==> config.mk <==
export PLATFORM = sky130hd
export DESIGN_NAME = imuldiv_resp_writeback_queue
export DESIGN_NICKNAME = d
export VERILOG_FILES = /design/src/rtl/imuldiv_resp_writeback_queue_pkg.sv /design/src/rtl/imuldiv_tag_fifo.sv /design/src/rtl/imuldiv_resp_writeback_queue.sv
export SDC_FILE = /design/constraint.sdc
export NUM_CORES = 1
export LEC_CHECK = 0
export ABC_AREA = 1
export CAP_MARGIN = 20
export CORE_MARGIN = 4
export CORE_UTILIZATION = 46
export DETAILED_ROUTE_END_ITERATION = 8
export GPL_TIMING_DRIVEN = 0
export PLACE_DENSITY = 0.84
export SYNTH_ARGS = -nofsm -noshare
export SYNTH_HDL_FRONTEND = slang
export SYNTH_SLANG_ARGS = --single-unit
export TNS_END_PERCENT = 5
==> constraint.sdc <==
create_clock -name clk -period 4.2 [get_ports clk]
set_input_delay 0.63 -clock clk [delete_from_list [all_inputs] [get_ports clk]]
set_output_delay 0.63 -clock clk [all_outputs]
set_load 0.005 [all_outputs]
==> src/rtl/imuldiv_resp_writeback_queue_pkg.sv <==
// Shared definitions for the mul/div response writeback queue.
// Function codes, tag layout and result half selection.
package imuldiv_resp_writeback_queue_pkg;

    localparam int FN_W = 3;

    localparam logic [FN_W-1:0] FN_MUL  = 3'd0;
    localparam logic [FN_W-1:0] FN_DIV  = 3'd1;
    localparam logic [FN_W-1:0] FN_DIVU = 3'd4;

    localparam int RESULT_W = 64;
    localparam int DATA_W   = 32;

    localparam int LO_MSB = 31;
    localparam int LO_LSB = 0;
    localparam int HI_MSB = 63;
    localparam int HI_LSB = 32;

    // Tag record is {fn, hi, waddr}
    function automatic int tag_width(input int waddr_w);
        return FN_W + 1 + waddr_w;
    endfunction

    function automatic logic [DATA_W-1:0] select_half(
        input logic [RESULT_W-1:0] result,
        input logic                hi
    );
        if (hi) begin
            return result[HI_MSB:HI_LSB];
        end
        return result[LO_MSB:LO_LSB];
    endfunction

endpackage

==> src/rtl/imuldiv_tag_fifo.sv <==
// Generic circular tag queue with separate occupancy count.
// Push is refused when full and pop when empty, with no bypass.
module imuldiv_tag_fifo #(
    parameter int WIDTH = 9,
    parameter int DEPTH = 2,
    parameter int CNT_W = $clog2(DEPTH + 1)
) (
    input  logic             clk,
    input  logic             reset,
    input  logic             push,
    input  logic [WIDTH-1:0] push_data,
    input  logic             pop,
    output logic [WIDTH-1:0] pop_data,
    output logic             full,
    output logic             empty,
    output logic [CNT_W-1:0] count
);

    localparam int PTR_W = (DEPTH > 1) ? $clog2(DEPTH) : 1;
    localparam logic [PTR_W-1:0] LAST = PTR_W'(DEPTH - 1);

    logic [WIDTH-1:0] mem [DEPTH];
    logic [PTR_W-1:0] wr_ptr;
    logic [PTR_W-1:0] rd_ptr;
    logic             do_push;
    logic             do_pop;

    assign full     = (count == CNT_W'(DEPTH));
    assign empty    = (count == '0);
    assign do_push  = push && !full;
    assign do_pop   = pop && !empty;
    assign pop_data = mem[rd_ptr];

    function automatic logic [PTR_W-1:0] next_ptr(
        input logic [PTR_W-1:0] ptr
    );
        if (ptr == LAST) begin
            return '0;
        end
        return ptr + PTR_W'(1);
    endfunction

    always_ff @(posedge clk) begin
        if (do_push) begin
            mem[wr_ptr] <= push_data;
        end
    end

    always_ff @(posedge clk) begin
        if (!reset) begin
            wr_ptr <= '0;
            rd_ptr <= '0;
            count  <= '0;
        end else begin
            if (do_push) begin
                wr_ptr <= next_ptr(wr_ptr);
            end
            if (do_pop) begin
                rd_ptr <= next_ptr(rd_ptr);
            end
            unique case ({do_push, do_pop})
                2'b10:   count <= count + CNT_W'(1);
                2'b01:   count <= count - CNT_W'(1);
                default: count <= count;
            endcase
        end
    end

endmodule

==> src/rtl/imuldiv_resp_writeback_queue.sv <==
// Pairs in-order mul/div responses with issue-time tags and
// presents the selected 32-bit half on a registered wb port.
module imuldiv_resp_writeback_queue
    import imuldiv_resp_writeback_queue_pkg::*;
#(
    parameter int DEPTH   = 2,
    parameter int WADDR_W = 5
) (
    input  logic                       clk,
    input  logic                       reset,
    input  logic                       issue_val,
    output logic                       issue_rdy,
    input  logic [2:0]                 issue_fn,
    input  logic                       issue_hi,
    input  logic [WADDR_W-1:0]         issue_waddr,
    input  logic                       resp_val,
    output logic                       resp_rdy,
    input  logic [63:0]                resp_result,
    output logic                       wb_val,
    input  logic                       wb_rdy,
    output logic [31:0]                wb_data,
    output logic [WADDR_W-1:0]         wb_waddr,
    output logic [2:0]                 wb_fn,
    output logic [$clog2(DEPTH+1)-1:0] inflight
);

    localparam int TAG_W = tag_width(WADDR_W);
    localparam int CNT_W = $clog2(DEPTH + 1);

    logic [TAG_W-1:0]   push_tag;
    logic [TAG_W-1:0]   pop_tag;
    logic               full;
    logic               empty;
    logic               push;
    logic               pop;
    logic [FN_W-1:0]    tag_fn;
    logic               tag_hi;
    logic [WADDR_W-1:0] tag_waddr;
    logic               wb_free;

    assign push_tag  = {issue_fn, issue_hi, issue_waddr};
    assign tag_fn    = pop_tag[TAG_W-1 -: FN_W];
    assign tag_hi    = pop_tag[WADDR_W];
    assign tag_waddr = pop_tag[WADDR_W-1:0];

    // A stalled wb register back-pressures the response port
    assign wb_free   = !wb_val || wb_rdy;
    assign issue_rdy = reset && !full;
    assign resp_rdy  = reset && !empty && wb_free;
    assign push      = issue_val && issue_rdy;
    assign pop       = resp_val && resp_rdy;

    imuldiv_tag_fifo #(
        .WIDTH (TAG_W),
        .DEPTH (DEPTH),
        .CNT_W (CNT_W)
    ) u_tag_fifo (
        .clk       (clk),
        .reset     (reset),
        .push      (push),
        .push_data (push_tag),
        .pop       (pop),
        .pop_data  (pop_tag),
        .full      (full),
        .empty     (empty),
        .count     (inflight)
    );

    always_ff @(posedge clk) begin
        if (!reset) begin
            wb_val   <= 1'b0;
            wb_data  <= '0;
            wb_waddr <= '0;
            wb_fn    <= '0;
        end else if (pop) begin
            wb_val   <= 1'b1;
            wb_data  <= select_half(resp_result, tag_hi);
            wb_waddr <= tag_waddr;
            wb_fn    <= tag_fn;
        end else if (wb_val && wb_rdy) begin
            wb_val   <= 1'b0;
            wb_data  <= '0;
            wb_waddr <= '0;
            wb_fn    <= '0;
        end
    end

endmodule
==> results.cfg <==
[finish]
finalInstanceArea_sq_um = 4450
area_delta_synth_final_pct = 50.6
antenna-diode-count = 0
nNetsFinal = 582
drive_gt1_frac = 0.0846
num-fill-cells = 495

[job]
cap_violations = 0

[power_and_ir_drop]
peakVddDrop_mv = 0.255
switchingPower_mw = 0.360
p_sw_frac = 0.250
power_mw = 1.44
powerDensity_nw_per_um2 = 323
power_frac_seq = 0.468
p_leak_nw = 1.73
p_int_mw = 1.08
p_clk_frac = 0.346
combPwrFrac = 0.186

[place]
placed_cell_area_sq_um = 4270
dp_hpwl_um = 6130
routabilityCongestion = 0.848
io_buffer_count = 122

[sta]
min_period_ns = 2.70
hold_viol_final = 0
worst_pin_slew_ns = 0.774
whs_ns = 0.477
max_freq_mhz = 370
setup_viol_count_final = 0
finalMaxSlewViolations = 0
rsz0062_at_grt = no
fin_setup_tns_ns = 0
relSlewSlack = 0.482
layout_worst_path_cycle_share = 0.644
skew_ns = 0.00642

[hold_path]
hold_end = wb_data[19]
min_from = wb_data[19]
holdCritPathClass = flip-flop to flip-flop
worstHoldPathCells = 2

[cts]
cts_resized = 0
cts_tree = yes
cts-htree-levels = 3
clk_latency_ns = 0.33
cts_buffers = 9
postCtsSetupBuffers = 0
ctsHoldBuffers = 0
root_buffer = clkbuf_8
clk_pin_slew_worst_paths_ns = 0.06
clockBufferDepth = 2
cts.sinks = 64

[setup_path]
critPathKind = input pin to output pin
r2r_cells = 4
worstPathRequired_ns = 3.57
cp.arrival_ns = 2.07
crit_path_start_kind = input pin
r2r-end = u_tag_fifo.mem[0][5]
r2r_slack_ns = 2.39
end_kind = output pin
worstPathMaxFanout = 9
rr_startpoint = u_tag_fifo.count[0]

[yosys]
synth_seq_cells = 64
synthAdderAreaFrac = 0.00423
ys.flop_type = dfxtp_1
muxShareOfSynthArea = 0
synth.yosys.warnings = 0
ys_types = 23
syn_area_sq_um = 2960
synth_compound_area_frac = 0.0859
synth_simple_gate_area_share = 0.335
synth_top_cells_by_count = nand2_1 (134), nand3_1 (72), a21oi_1 (46), dfxtp_1 (46), edfxtp_1 (18)
syn_nets = 449
synth_top_area_share = 0.311
synthArstFlopShare = 0
netlist_instances = 370
yosys-top-cells-area = dfxtp_1 (31%), edfxtp_1 (18%), nand2_1 (17%)
synth_top_family_by_area = simple AND/OR/NAND/NOR gates
synth_xor_area_frac = 0
avgSynthCellArea_sq_um = 7.99
synth_edf_count = 18
synthMostInstantiatedCell = nand2_1
synth-seq-area-share = 0.494
synth_top_cell_by_area = dfxtp_1

[die]
dieWidth_um = 88.2
dieArea_sq_um = 7770
start_util = 0.488
pin_count = 123
die_y_um = 88.2
num_rows = 28
coreArea_sq_um = 6060

[routing]
ant_nets = 0
wl_um = 8330
drtPass1Iterations = 5
vias = 2983
vias_per_cell = 5.12
drc_errors = 0
drtIter0Drc = 85
wire_per_inst_um = 14.3

[global_route]
antenna_found_initial = 0
grt_pass1_wl_um = 13000
grt_max_degree = 12
first_global_vias = 2900
gr-total-overflow = 0
track_usage = 0.215

[run_status]
status = completed
-- cells by family (layout without fill, tap and decap cells) --
kind of cell / count (synthesis) / in the layout
flops: 64 / 64
buf+inv: 35 / 173
compound gates: 50 / 50
simple gates: 220 / 220
fa+ha+maj: 1 / 1
-- worst max-delay path by stage --
stage                 from                   end  cells after the start
floorplan           wb_rdy   u_tag_fifo.count[1]                     10
global placement     reset             issue_rdy                      4
detailed placement   reset  u_tag_fifo.mem[0][3]                      5
CTS                  reset             issue_rdy                      4
global route         reset             issue_rdy                      4
finish               reset             issue_rdy                      4
-- cells in the final DEF (no fill, tap or decap) --
cell | synthesis | layout
ha_1 | 1 | 1
clkbuf_1 | 4 | 7
bufinv_16 | 0 | 1
nand2_4 | 2 | 2
buf_1 | 4 | 4
clkinv_1 | 0 | 1
buf_4 | 3 | 3
clkinvlp_4 | 0 | 1
o21ai_0 | 2 | 2
nor2_1 | 5 | 5
o21ai_1 | 1 | 1
a21oi_2 | 1 | 1
clkdlybuf4s50_1 | 0 | 122
inv_2 | 2 | 2
buf_6 | 12 | 12
nor2_4 | 1 | 1
a21oi_1 | 46 | 46
nand2_1 | 134 | 134
edfxtp_1 | 18 | 18
clkinv_2 | 0 | 1
clkbuf_8 | 0 | 9
nor2_8 | 1 | 1
dfxtp_1 | 46 | 46
nand3_1 | 72 | 72
nand3_4 | 2 | 2
inv_1 | 6 | 6
nand2_2 | 3 | 3
buf_2 | 3 | 3
inv_4 | 1 | 1
-- power groups by stage --
stage          clock (mW)  sequential [mW]  combinational (mW)
2_1_floorplan           0            0.686               0.127
5_1_grt             0.529            0.675               0.294
4_1_cts             0.504            0.673               0.270
3_5_place_dp            0            0.686               0.268
6_report            0.498            0.673               0.268
3_3_place_gp            0            0.685               0.263
-- layer usage --
metal  share of wire  routed length [um]  up-vias  track usage
li1                -                   -     1495            -
met1            0.40                3300     1359        0.254
met2            0.49                4120      107        0.371
met3           0.084                 700       22       0.0452
met4           0.026                 215        0        0.102
met5               0                   0        -            0
-- final cells by class --
| type | count | area [sq um] | area share |
|---|---|---|---|
| flip-flops and latches | 64 | 1460 | 0.328 |
| multi-input cells | 271 | 1260 | 0.282 |
| repair buffers | 122 | 1220 | 0.274 |
| plain buffers | 26 | 203 | 0.0455 |
| clock buffers | 12 | 135 | 0.0303 |
| well taps | 75 | 93.8 | 0.0211 |
| clock inverters | 4 | 46.3 | 0.0104 |
| inverters | 9 | 36.3 | 0.00815 |
-- sequential cells by signal (all words and copies together) (netlist names), named ones only --
register	count
wb_waddr	5
u_tag_fifo.wr_ptr	1
u_tag_fifo.mem	18
wb_val	1
wb_data	32
wb_fn	3
u_tag_fifo.rd_ptr	1
u_tag_fifo.count	2
-- through the flow --
stage                util  setup WS, ns  instances
global placement    0.705          1.52        567
detailed placement  0.705          1.49        567
CTS                 0.735          1.50        583
global route        0.735          1.43        583
finish              0.735          1.50        583
floorplan               -          2.37        370
-- worst max-delay path, stage by stage --
cell	delay, ns
clkdlybuf4s50_1	0.60
inv_2	0.16
a21oi_2	0.16
clkdlybuf4s50_1	0.52
No activity file was read; power rests on OpenSTA's default activity.
